### src/rtl/rv_core_pkg.sv
// Shared definitions for the single-cycle RISC-V core: sequencer states and opcode encodings.
package rv_core_pkg;

  typedef enum logic [2:0] {
    IDLE,
    FETCH,
    ISSUE,
    HALT,
    FAULT
  } seq_state_t;

  localparam logic [6:0] OP_NOP    = 7'b0000000;
  localparam logic [6:0] OP_BRANCH = 7'b1100011;
  localparam logic [6:0] OP_JAL    = 7'b1101111;
  localparam logic [6:0] OP_LOAD   = 7'b0000011;
  localparam logic [6:0] OP_STORE  = 7'b0100011;

endpackage

### src/rtl/pc_target_calc.sv
// Next-PC arithmetic: sequential or redirected target plus legality flags against the ROM.
module pc_target_calc #(
  parameter int unsigned WIDTH    = 32,
  parameter int unsigned NUM_INST = 19
) (
  input  logic [WIDTH-1:0] pc,
  input  logic [WIDTH-1:0] offset,
  input  logic             redirect,
  output logic [WIDTH-1:0] target,
  output logic             misaligned,
  output logic             out_of_range
);

  always_comb begin
    target       = pc + (redirect ? offset : WIDTH'(4));
    misaligned   = |target[1:0];
    out_of_range = (target >> 2) >= WIDTH'(NUM_INST);
  end

endmodule

### src/rtl/fetch_sequencer.sv
// Program-counter owner: waits out instruction-memory latency, issues with a valid/done
// handshake, and ends on NO-OP, falling off the ROM, or an illegal redirect.
module fetch_sequencer
  import rv_core_pkg::*;
#(
  parameter int unsigned WIDTH     = 32,
  parameter int unsigned NUM_INST  = 19,
  parameter int unsigned FETCH_LAT = 2
) (
  input  logic             clk,
  input  logic             rst,
  input  logic             start,
  input  logic             stall,
  input  logic [6:0]       opcode,
  input  logic             branch_taken,
  input  logic             jump,
  input  logic [WIDTH-1:0] offset,
  input  logic             exec_done,
  output logic [WIDTH-1:0] pc,
  output logic             inst_valid,
  output logic             halted,
  output logic             fault,
  output logic [WIDTH-1:0] retired
);

  localparam logic [WIDTH-1:0] WAIT_INIT = WIDTH'(FETCH_LAT - 1);

  seq_state_t       state, state_nxt;
  logic [WIDTH-1:0] wait_cnt;
  logic [WIDTH-1:0] target;
  logic             misaligned, out_of_range;
  logic             redirect, issue_fire;

  assign redirect   = branch_taken | jump;
  assign issue_fire = (state == ISSUE) && (opcode != OP_NOP) && exec_done;

  pc_target_calc #(
    .WIDTH    (WIDTH),
    .NUM_INST (NUM_INST)
  ) u_target (
    .pc           (pc),
    .offset       (offset),
    .redirect     (redirect),
    .target       (target),
    .misaligned   (misaligned),
    .out_of_range (out_of_range)
  );

  always_ff @(posedge clk) begin
    if (rst) state <= IDLE;
    else     state <= state_nxt;
  end

  always_comb begin
    state_nxt = state;
    unique case (state)
      IDLE:  if (start) state_nxt = FETCH;
      FETCH: if (!stall && wait_cnt == '0) state_nxt = ISSUE;
      ISSUE: begin
        if (opcode == OP_NOP) begin
          state_nxt = HALT;
        end else if (exec_done) begin
          // A sequential target is always aligned, so only range matters there.
          if (redirect && (misaligned || out_of_range)) state_nxt = FAULT;
          else if (out_of_range)                        state_nxt = HALT;
          else                                          state_nxt = FETCH;
        end
      end
      HALT:  state_nxt = HALT;
      FAULT: state_nxt = FAULT;
      default: state_nxt = IDLE;
    endcase
  end

  always_ff @(posedge clk) begin
    if (rst) begin
      pc       <= '0;
      wait_cnt <= '0;
      retired  <= '0;
    end else begin
      unique case (state)
        IDLE: begin
          pc <= '0;
          if (start) wait_cnt <= WAIT_INIT;
        end
        FETCH: if (!stall && wait_cnt != '0) wait_cnt <= wait_cnt - 1'b1;
        ISSUE: begin
          if (issue_fire) begin
            retired <= retired + 1'b1;
            if (state_nxt == FETCH) begin
              pc       <= target;
              wait_cnt <= WAIT_INIT;
            end
          end
        end
        default: ;
      endcase
    end
  end

  always_comb begin
    inst_valid = (state == ISSUE);
    halted     = (state == HALT);
    fault      = (state == FAULT);
  end

endmodule
### config.mk
export PLATFORM = sky130hd
export DESIGN_NAME = fetch_sequencer
export DESIGN_NICKNAME = d
export VERILOG_FILES = /design/src/rtl/rv_core_pkg.sv /design/src/rtl/pc_target_calc.sv /design/src/rtl/fetch_sequencer.sv
export SDC_FILE = /design/constraint.sdc
export NUM_CORES = 1
export LEC_CHECK = 0
export CORE_ASPECT_RATIO = 1.5
export CORE_UTILIZATION = 54
export DETAILED_ROUTE_END_ITERATION = 8
export PLACE_DENSITY = 0.85
export SETUP_SLACK_MARGIN = 0.5
export SLEW_MARGIN = 40
export SYNTH_ARGS = -nofsm -noshare
export SYNTH_HDL_FRONTEND = slang
export SYNTH_SLANG_ARGS = --single-unit
### constraint.sdc
create_clock -name clk -period 5.95 [get_ports clk]
set_input_delay 0.595 -clock clk [delete_from_list [all_inputs] [get_ports clk]]
set_output_delay 0.595 -clock clk [all_outputs]
set_load 0.01 [all_outputs]
## Yosys cells after proc, flatten, opt, wreduce, memory -nomap -nowiden

Cells that the tools add are included.

- Bits in registers: 99
- Output and inout port bits: 67
- Word-level logic and storage cells: 52

- Magnitude comparators: 1
- $add $sub $neg: 3
- Bitwise gates (word level): 1
- Multiplexer cells: 16
- Equal/unequal tests: 9
- Reductions and logical operators: 18

Operator list:

| operator | number |
|---|---|
| 2-to-1 mux 32 bit | 7 |
| one-hot mux 32 bit (3 select lines) | 1 |
| one-hot mux 32 bit (2 select lines) | 1 |
| adder 32 x 1 -> 32 bit, second input constant | 1 |
| adder 32 bit | 1 |
| zero test 32 bit | 1 |
| nonzero test 32 bit | 1 |
| subtractor 32 x 1 -> 32 bit, second input constant | 1 |
| greater-or-equal comparator 30 x 5 -> 1 bit, second input constant | 1 |
| 2-to-1 mux 3 bit | 5 |
| one-hot mux 3 bit (5 select lines) | 1 |
| zero test 7 bit | 1 |
| nonzero test 7 bit | 1 |
| == test 3 x 1 -> 1 bit, second input constant | 2 |
| == test 3 x 2 -> 1 bit, second input constant | 2 |
| logical AND 1 bit | 5 |
| AND reduction 5 bit | 1 |
| != test 2 x 1 -> 1 bit, second input constant | 2 |
| != test 2 bit, second input constant | 2 |
| == test 3 bit, second input constant | 1 |
| zero test 3 bit | 1 |
| AND reduction 3 bit | 1 |
| nonzero test 3 bit | 1 |
| 2-to-1 mux 2 bit | 1 |
| 6 further kinds | 6 |

## Depth between registers and ports, before layout

Gate-level depths: netlist of run 1.

- Depth in word-level cells: 14
- Gate-level depth with buffers: 19
- Gate-level depth less buffers: 16

## Modules after synthesis

Synthesis of run 1 repeated with hierarchy kept, for this count alone.

- Cells, all modules: 930
- Area total of the unflattened synthesis: 7205.7 um^2

Modules (own cells, without submodules):

| module | area an instance (um^2) | cells each | sequential area each (um^2) | instances |
|---|---|---|---|---|
| fetch_sequencer | 4981.0 | 601 | 1981.9 | 1 |
| pc_target_calc | 2224.6 | 329 | 0.0 | 1 |

## Least setup slack after synthesis of run 1

Ideal clock, no wire load.

- Kind: input port to flip-flop
- Start point: in jump
- End point: reg wait_cnt[25]
- Path slack: 1.079 ns
- Data arrival time: 4.800 ns
- Cell stages on the path: 16
- Path buffers: 2
- Path through: nor2_1 clkbuf_1 nor2b_1 ha_1 and3_4 a221o_1 a211oi_4 a211oi_1 or3_1 a2111oi_2 nand4b_1 or4_1 o22ai_2 buf_6 or4b_1 a21oi_1

- Word-level cells in the longest chain between the ends: 13

Ends and longest elaborated chain:

| what | RTL line | source |
|---|---|---|
| from (decl) | fetch_sequencer.sv:16 | `input logic jump,` |
| OR 1 bit * | fetch_sequencer.sv:34 | `assign redirect = branch_taken \| jump;` |
| 2-to-1 mux 32 bit | pc_target_calc.sv:15 | `target = pc + (redirect ? offset : WIDTH'(4));` |
| adder 32 bit | pc_target_calc.sv:15 |  |
| greater-or-equal comparator 30 x 5 -> 1 bit / OR reduction 2 bit (equally long branches) | pc_target_calc.sv:17, pc_target_calc.sv:16 |  |
| logical OR 1 bit | fetch_sequencer.sv:64 | `if (redirect && (misaligned \|\| out_of_range)) state_nxt = FAULT;` |
| logical AND 1 bit | fetch_sequencer.sv:64 |  |
| 2-to-1 mux 3 bit * | fetch_sequencer.sv:64 |  |
| 2-to-1 mux 3 bit * | fetch_sequencer.sv:62 | `end else if (exec_done) begin` |
| 2-to-1 mux 3 bit * | fetch_sequencer.sv:60 | `if (opcode == OP_NOP) begin` |
| one-hot mux 3 bit (5 select lines) * | fetch_sequencer.sv:56 | `unique case (state)` |
| == test 3 x 1 -> 1 bit * | fetch_sequencer.sv:90 | `if (state_nxt == FETCH) begin` |
| != test 2 x 1 -> 1 bit (no line) * | -- |  |
| AND reduction 5 bit (no line) * | -- |  |
| to (signal assigned) | fetch_sequencer.sv:86 | `FETCH: if (!stall && wait_cnt != '0) wait_cnt <= wait_cnt - 1'b1;` |
| to (decl) | fetch_sequencer.sv:29 | `logic [WIDTH-1:0] wait_cnt;` |

Every way passes the cells marked *; elsewhere a longest branch is shown, timed or not.
A chain may end at the register's enable or synchronous reset.

## Final worst setup path of run 1

- Start point: in branch_taken
- End point: reg wait_cnt[27]

- Word-level cells in the longest chain between the ends: 13

Ends and longest elaborated chain:

| what | RTL line | source |
|---|---|---|
| from (decl) | fetch_sequencer.sv:15 | `input logic branch_taken,` |
| OR 1 bit * | fetch_sequencer.sv:34 |  |
| 2-to-1 mux 32 bit | pc_target_calc.sv:15 |  |
| adder 32 bit | pc_target_calc.sv:15 |  |
| greater-or-equal comparator 30 x 5 -> 1 bit / OR reduction 2 bit (equally long branches) | pc_target_calc.sv:17, pc_target_calc.sv:16 |  |
| logical OR 1 bit | fetch_sequencer.sv:64 |  |
| logical AND 1 bit | fetch_sequencer.sv:64 |  |
| 2-to-1 mux 3 bit * | fetch_sequencer.sv:64 |  |
| 2-to-1 mux 3 bit * | fetch_sequencer.sv:62 |  |
| 2-to-1 mux 3 bit * | fetch_sequencer.sv:60 |  |
| one-hot mux 3 bit (5 select lines) * | fetch_sequencer.sv:56 |  |
| == test 3 x 1 -> 1 bit * | fetch_sequencer.sv:90 |  |
| != test 2 x 1 -> 1 bit (no line) * | -- |  |
| AND reduction 5 bit (no line) * | -- |  |

Marks and branches as above.

==> flow_summary.json, run 1 <==
{
  "critPathKind": "primary input to flip-flop",
  "worstHoldPathCells": 2,
  "dp.cells": 1072,
  "post_drt_wl_per_cell_um": 15.8,
  "cap_violations": 0,
  "avgSynthCellArea_um2": 7.86,
  "grt_pass1_vias": 5940,
  "rsz0062_at_grt": "true",
  "clkTransAtPathRegs_ns": 0.07,
  "fin_area_um2": 8220,
  "fillers": 1011,
  "dpl_cell_area_um2": 7850,
  "setup_ws_ns": 0.743,
  "gp_congestion": 0.958,
  "postCtsHoldBufs": 0,
  "final_max_slew_viol_count": 0,
  "setup_viol": 0,
  "cts_tree": "yes",
  "r2r_slack_ns": 1.46,
  "crit_required_ns": 6.22,
  "htreeDepth": 3,
  "whs_ns": 0.476,
  "cp_top_family": "simple AND/OR/NAND/NOR gates",
  "die_w_um": 92.4,
  "multi_input_area_um2": 4460,
  "dp_hpwl_mm": 12.5,
  "ys_warn_count": 0,
  "finalHoldViolations": 0,
  "p_comb_frac": 0.370,
  "power_frac_clock": 0.270,
  "layout_commonest_cell": "clkdlybuf4s50_1",
  "die_h_um": 138,
  "synth-seq-cells": 99,
  "worst_pin_slew_ns": 0.838,
  "cp_common_cell": "or4b_1",
  "route.detailed.drc": 0,
  "ir_worst_vdd_mv": 0.216,
  "critical_path.slowest_cell": "or4_4",
  "hp-start": "wait_cnt[21]",
  "synth_cells": 843,
  "fin_setup_tns_ns": 0,
  "ys_seq_area_frac": 0.299,
  "power_density_nw_per_um2": 264,
  "r2r_start": "pc[0]",
  "synthFlopType": "dfxtp_1",
  "syn_to_final_growth_pct": 24.1,
  "num_rows": 49,
  "viasPerCell": 6.01,
  "r2r_cells": 14,
  "clock.fmax_mhz": 192,
  "end_kind": "flip-flop",
  "ys_types": 77,
  "synth_top_area_frac": 0.299,
  "path_buf_inv": 3,
  "yosysTopAreaCell": "dfxtp_1",
  "fin_cells": 1092,
  "seqPwrFrac": 0.360,
  "dr_total_vias": 6559,
  "min_to": "wait_cnt[21]",
  "gr-usage-all-layers": 0.261,
  "synth-edff-count": 0,
  "status": "finished clean",
  "cts_buffers": 9,
  "path_cells": "clkdlybuf4s50_1 -> nor2_2 -> buf_12 -> nor2b_1 -> ha_1 -> inv_1 -> fa_1 -> nor2b_2 -> o21a_1 -> nor2_1 -> o211ai_1 -> or4b_1 -> or4_1 -> nand4b_1 -> or4_4 -> o22ai_4 -> or4b_1 -> a21oi_1",
  "min_period_ns": 5.21,
  "hold_class": "flip-flop to flip-flop",
  "grt_max_degree": 47,
  "drive_gt1_frac": 0.0628,
  "core_um2": 12000,
  "wirelength_mm": 17.2,
  "reg2reg_to": "wait_cnt[27]",
  "start_util": 0.554,
  "switching_share": 0.385,
  "drt_iter0_drc": 316,
  "p_leak_nw": 3.13,
  "min_period_over_period": 0.875,
  "final.setup_skew_ns": 0.00726,
  "clock_latency_ns": 0.35,
  "p_int_mw": 1.34,
  "crit_fanout": 32,
  "syn-num-nets": 923,
  "firstDrtPassIters": 6,
  "grt_pass1_wl_mm": 27.0,
  "slowest_delay_ns": 0.62,
  "antenna_cells": 0,
  "detail-route-antenna-nets": 0,
  "place.port_buffers": 112,
  "clk_path_buf_depth": 2,
  "fin_nets": 1014,
  "die-area_um2": 12700,
  "p_switching_mw": 0.836,
  "yosys-top-cells-area": "dfxtp_1, ha_1, a21oi_1, nor2_1, nand2_1",
  "place_ws_ns": 0.226,
  "cts_root_buf": "clkbuf_16",
  "io_pins": 113,
  "cts_sinks": 99,
  "regArea_um2": 1980,
  "syn_area_um2": 6630,
  "antenna_found_initial": 0,
  "critPathArrivalTime_ns": 5.48,
  "crit_path_start_kind": "primary input",
  "most-common-layout-cells": "clkdlybuf4s50_1, dfxtp_1, nor2_1",
  "gr-total-overflow": 0,
  "async_flop_share": 0,
  "slew_headroom": 0.440
}
timing repair:
action | CTS | global route
endpoints found under the setup margin | 0 | 17
buffers inserted | 0 | 3
resized for setup | 0 | 7
synth_stat cells (10+ instances only):
cell type	instances
inv_1	14
ha_1	33
dfxtp_1	99
clkbuf_1	43
nor3_1	20
a21o_1	17
and3_1	11
or4_1	12
a21oi_1	70
nand2_1	70
nor2b_1	36
o41ai_1	10
a211oi_1	12
xnor2_1	22
and2_1	29
nand3_1	29
nor2_1	76
xor2_1	27
or3_1	29
o21ai_0	45
nand4_1	13
per-stage QoR:
step,utilization,power (mW)
CTS,0.682,2.12
detailed placement,0.657,1.54
finish,0.688,2.17
global route,0.688,2.29
floorplan,-,1.36
global placement,0.657,1.52
flip-flops by register name (all words and copies together) (netlist names):
register and count:
wait_cnt 32, retired 32, state 3, pc 32
kinds of logic after synthesis:
| kind of cell | count (synthesis) | synth area share |
|---|---|---|
| mux | 3 | 0.00472 |
| compound gates | 228 | 0.230 |
| flops | 99 | 0.299 |
| fa+ha+maj | 34 | 0.0653 |
| buf+inv | 60 | 0.0355 |
| xor+xnor | 49 | 0.0648 |
| simple gates | 370 | 0.300 |
how the worst max path moves through the flow:
stage / startpoint / slack, ns / endpoint / depth (start not counted)
3_3_place_gp: jump / 0.38 / wait_cnt[29] / 16
3_5_place_dp: branch_taken / 0.23 / wait_cnt[19] / 16
2_1_floorplan: jump / 1.08 / wait_cnt[25] / 16
4_1_cts: branch_taken / 0.52 / wait_cnt[27] / 18
6_report: branch_taken / 0.74 / wait_cnt[27] / 18
5_1_grt: branch_taken / 0.51 / wait_cnt[27] / 18
metal layers:
layer  up-vias  share of wire  wire (µm)  GRT usage
met1      3082           0.40       6920      0.288
met4         0          0.033        564      0.111
met2       178           0.52       9030      0.495
met5         -              0          0          0
li1       3258              -          -          -
met3        41          0.041        700     0.0342
power by group through the flow:
stage	logic (mW)	clock network (mW)	registers, mW
5_1_grt	0.882	0.620	0.792
3_3_place_gp	0.729	0	0.791
6_report	0.804	0.586	0.781
4_1_cts	0.752	0.593	0.779
3_5_place_dp	0.743	0	0.794
2_1_floorplan	0.586	0	0.776
worst reg2reg max path, delay by kind of cell (launching register included):
kind | cells | cell delay (ns)
DFF | 1 | 0.41
adders and majority gates | 2 | 0.63
AOI/OAI and AO/OA | 4 | 0.73
and+or+nand+nor | 7 | 2.60
buffers and inverters | 1 | 0.06
area by class of cell:
cell class / instances / share of cell area
Clock inverter: 7 / 0.00883
Multi-Input combinational cell: 685 / 0.543
Clock buffer: 9 / 0.0274
Timing Repair Buffer: 125 / 0.150
Tap cell: 153 / 0.0233
Inverter: 14 / 0.00639
Sequential cell: 99 / 0.241
Power figures use the tool's default switching activity.
==> inputs of run 2 (changes only) <==
- SKIP_CTS_REPAIR_TIMING: not set -> 1
==> results of run 2 <==
The final DEF is identical to that of run 1; final timing and power are the same.
==> inputs of run 3 (changes only) <==
- HOLD_SLACK_MARGIN: not set -> 0.1
- MAX_ROUTING_LAYER: not set -> met4
==> run 3 against run 2 <==
Via count is 0.58% higher; register-to-register slack worse by 0.03 ns; die area stayed put; worst setup slack worse by 0.079 ns; utilization is 0.17 points lower; combinational power is 2% lower; sequential power hardly changed; first-iteration DRC count is 13% lower; clock skew is 0.0016 ns lower; global-route usage is 0.96 points higher; maximum frequency is 1.5% lower; largest cell class unchanged.
==> flow_summary.json, run 3 (synthesis results as in run 1) <==
{
  "antenna_found_initial": 0,
  "place.port_buffers": 112,
  "cap_violations": 0,
  "end_kind": "flip-flop",
  "clkTransAtPathRegs_ns": 0.07,
  "htreeDepth": 3,
  "regArea_um2": 1980,
  "status": "finished clean",
  "finalPower_mw": 2.15,
  "crit_required_ns": 6.24,
  "critPathArrivalTime_ns": 5.57,
  "drive_gt1_frac": 0.0577,
  "post_drt_wl_per_cell_um": 15.6,
  "drt_iter0_drc": 276,
  "io_pins": 113,
  "fin_cells": 1089,
  "crit_path_start_kind": "primary input",
  "gr-usage-all-layers": 0.271,
  "cts_root_buf": "clkbuf_16",
  "clock_latency_ns": 0.35,
  "min_period_over_period": 0.888,
  "r2r_start": "pc[0]",
  "setup_viol": 0,
  "gr-total-overflow": 0,
  "final_max_slew_viol_count": 0,
  "cts_buffers": 9,
  "fin_area_um2": 8200,
  "crit_path_start": "branch_taken",
  "slew_headroom": 0.480,
  "num_rows": 49,
  "die_h_um": 138,
  "wirelength_mm": 17.0,
  "hp-start": "wait_cnt[4]",
  "cts_tree": "yes",
  "fin_setup_tns_ns": 0,
  "grt_pass1_vias": 6046,
  "die-area_um2": 12700,
  "firstDrtPassIters": 5,
  "clk_path_buf_depth": 2,
  "cts_sinks": 99,
  "p_leak_nw": 3.12,
  "multi_input_area_um2": 4450,
  "finalHoldViolations": 0,
  "crit_fanout": 32,
  "antenna_cells": 0,
  "power_density_nw_per_um2": 263,
  "place_ws_ns": 0.200,
  "r2r_cells": 15,
  "most-common-layout-cells": "clkdlybuf4s50_1, dfxtp_1, nor2_1",
  "min_period_ns": 5.29,
  "hold_class": "flip-flop to flip-flop",
  "dpl_cell_area_um2": 7850,
  "dp_hpwl_mm": 12.6,
  "dp.cells": 1072,
  "fillers": 1018,
  "top_regs": "pc x32, retired x32, wait_cnt x32",
  "ir_worst_vdd_mv": 0.169,
  "grt_max_degree": 47,
  "route.detailed.drc": 0,
  "gp_congestion": 0.970,
  "setup_ws_ns": 0.664,
  "critPathKind": "primary input to flip-flop",
  "start_util": 0.554,
  "worstHoldPathCells": 2,
  "viasPerCell": 6.06,
  "detail-route-antenna-nets": 0,
  "clock.fmax_mhz": 189,
  "fin_nets": 1011,
  "final.setup_skew_ns": 0.00565,
  "syn_to_final_growth_pct": 23.8,
  "worst_pin_slew_ns": 0.773,
  "core_um2": 12000,
  "dr_total_vias": 6597,
  "grt_pass1_wl_mm": 27.1,
  "layout_commonest_cell": "clkdlybuf4s50_1",
  "rsz0062_at_grt": "false",
  "die_w_um": 92.4
}
## run 3: report_power, final
group | switching (mW) | total, mW | leakage (nW) | internal [mW]
clock | 0.284 | 0.588 | 0.140 | 0.304
combinational | 0.474 | 0.785 | 2.18 | 0.311
sequential | 0.0564 | 0.782 | 0.800 | 0.725
## run 3: critical path, cell delays in order
cell and delay, ns:
clkdlybuf4s50_1 0.54, nor2_2 0.07, buf_12 0.17, or2_2 0.28, ha_1 0.34, and3_4 0.21
a221o_1 0.41, a211oi_4 0.32, a211oi_1 0.13, or3_1 0.37, a2111oi_4 0.38, nand4b_1 0.19
or4_1 0.61, o22ai_4 0.15, buf_12 0.17, or4b_1 0.46, a21oi_1 0.15
## run 3: per-layer routing
metal  wire (µm)  track usage  share of wire
met5           0            -              0
met4         749        0.146          0.044
met3         736       0.0386          0.043
met2        8710        0.478           0.51
met1        6800        0.292           0.40
## run 3: cell type report
class                   instances  area share
inverters                      14     0.00641
flip-flops and latches         99       0.242
clock inverters                 6     0.00732
repair buffers                123       0.150
well taps                     153      0.0233
clock buffers                  10      0.0291
multi-input cells             684       0.542
## run 3: path summary, 6_finish.rpt
path,end,slack (ns)
worst max-delay path,wait_cnt[29],0.66
worst min-delay path,wait_cnt[4],0.47
worst min register to register,wait_cnt[4],0.47
worst max register to register,wait_cnt[29],1.43
## run 3: through the flow
step	hold slack (ns)	utilization
global route	0.492	0.686
global placement	0.451	0.657
CTS	0.474	0.682
finish	0.475	0.686
floorplan	0.441	-
detailed placement	0.464	0.657
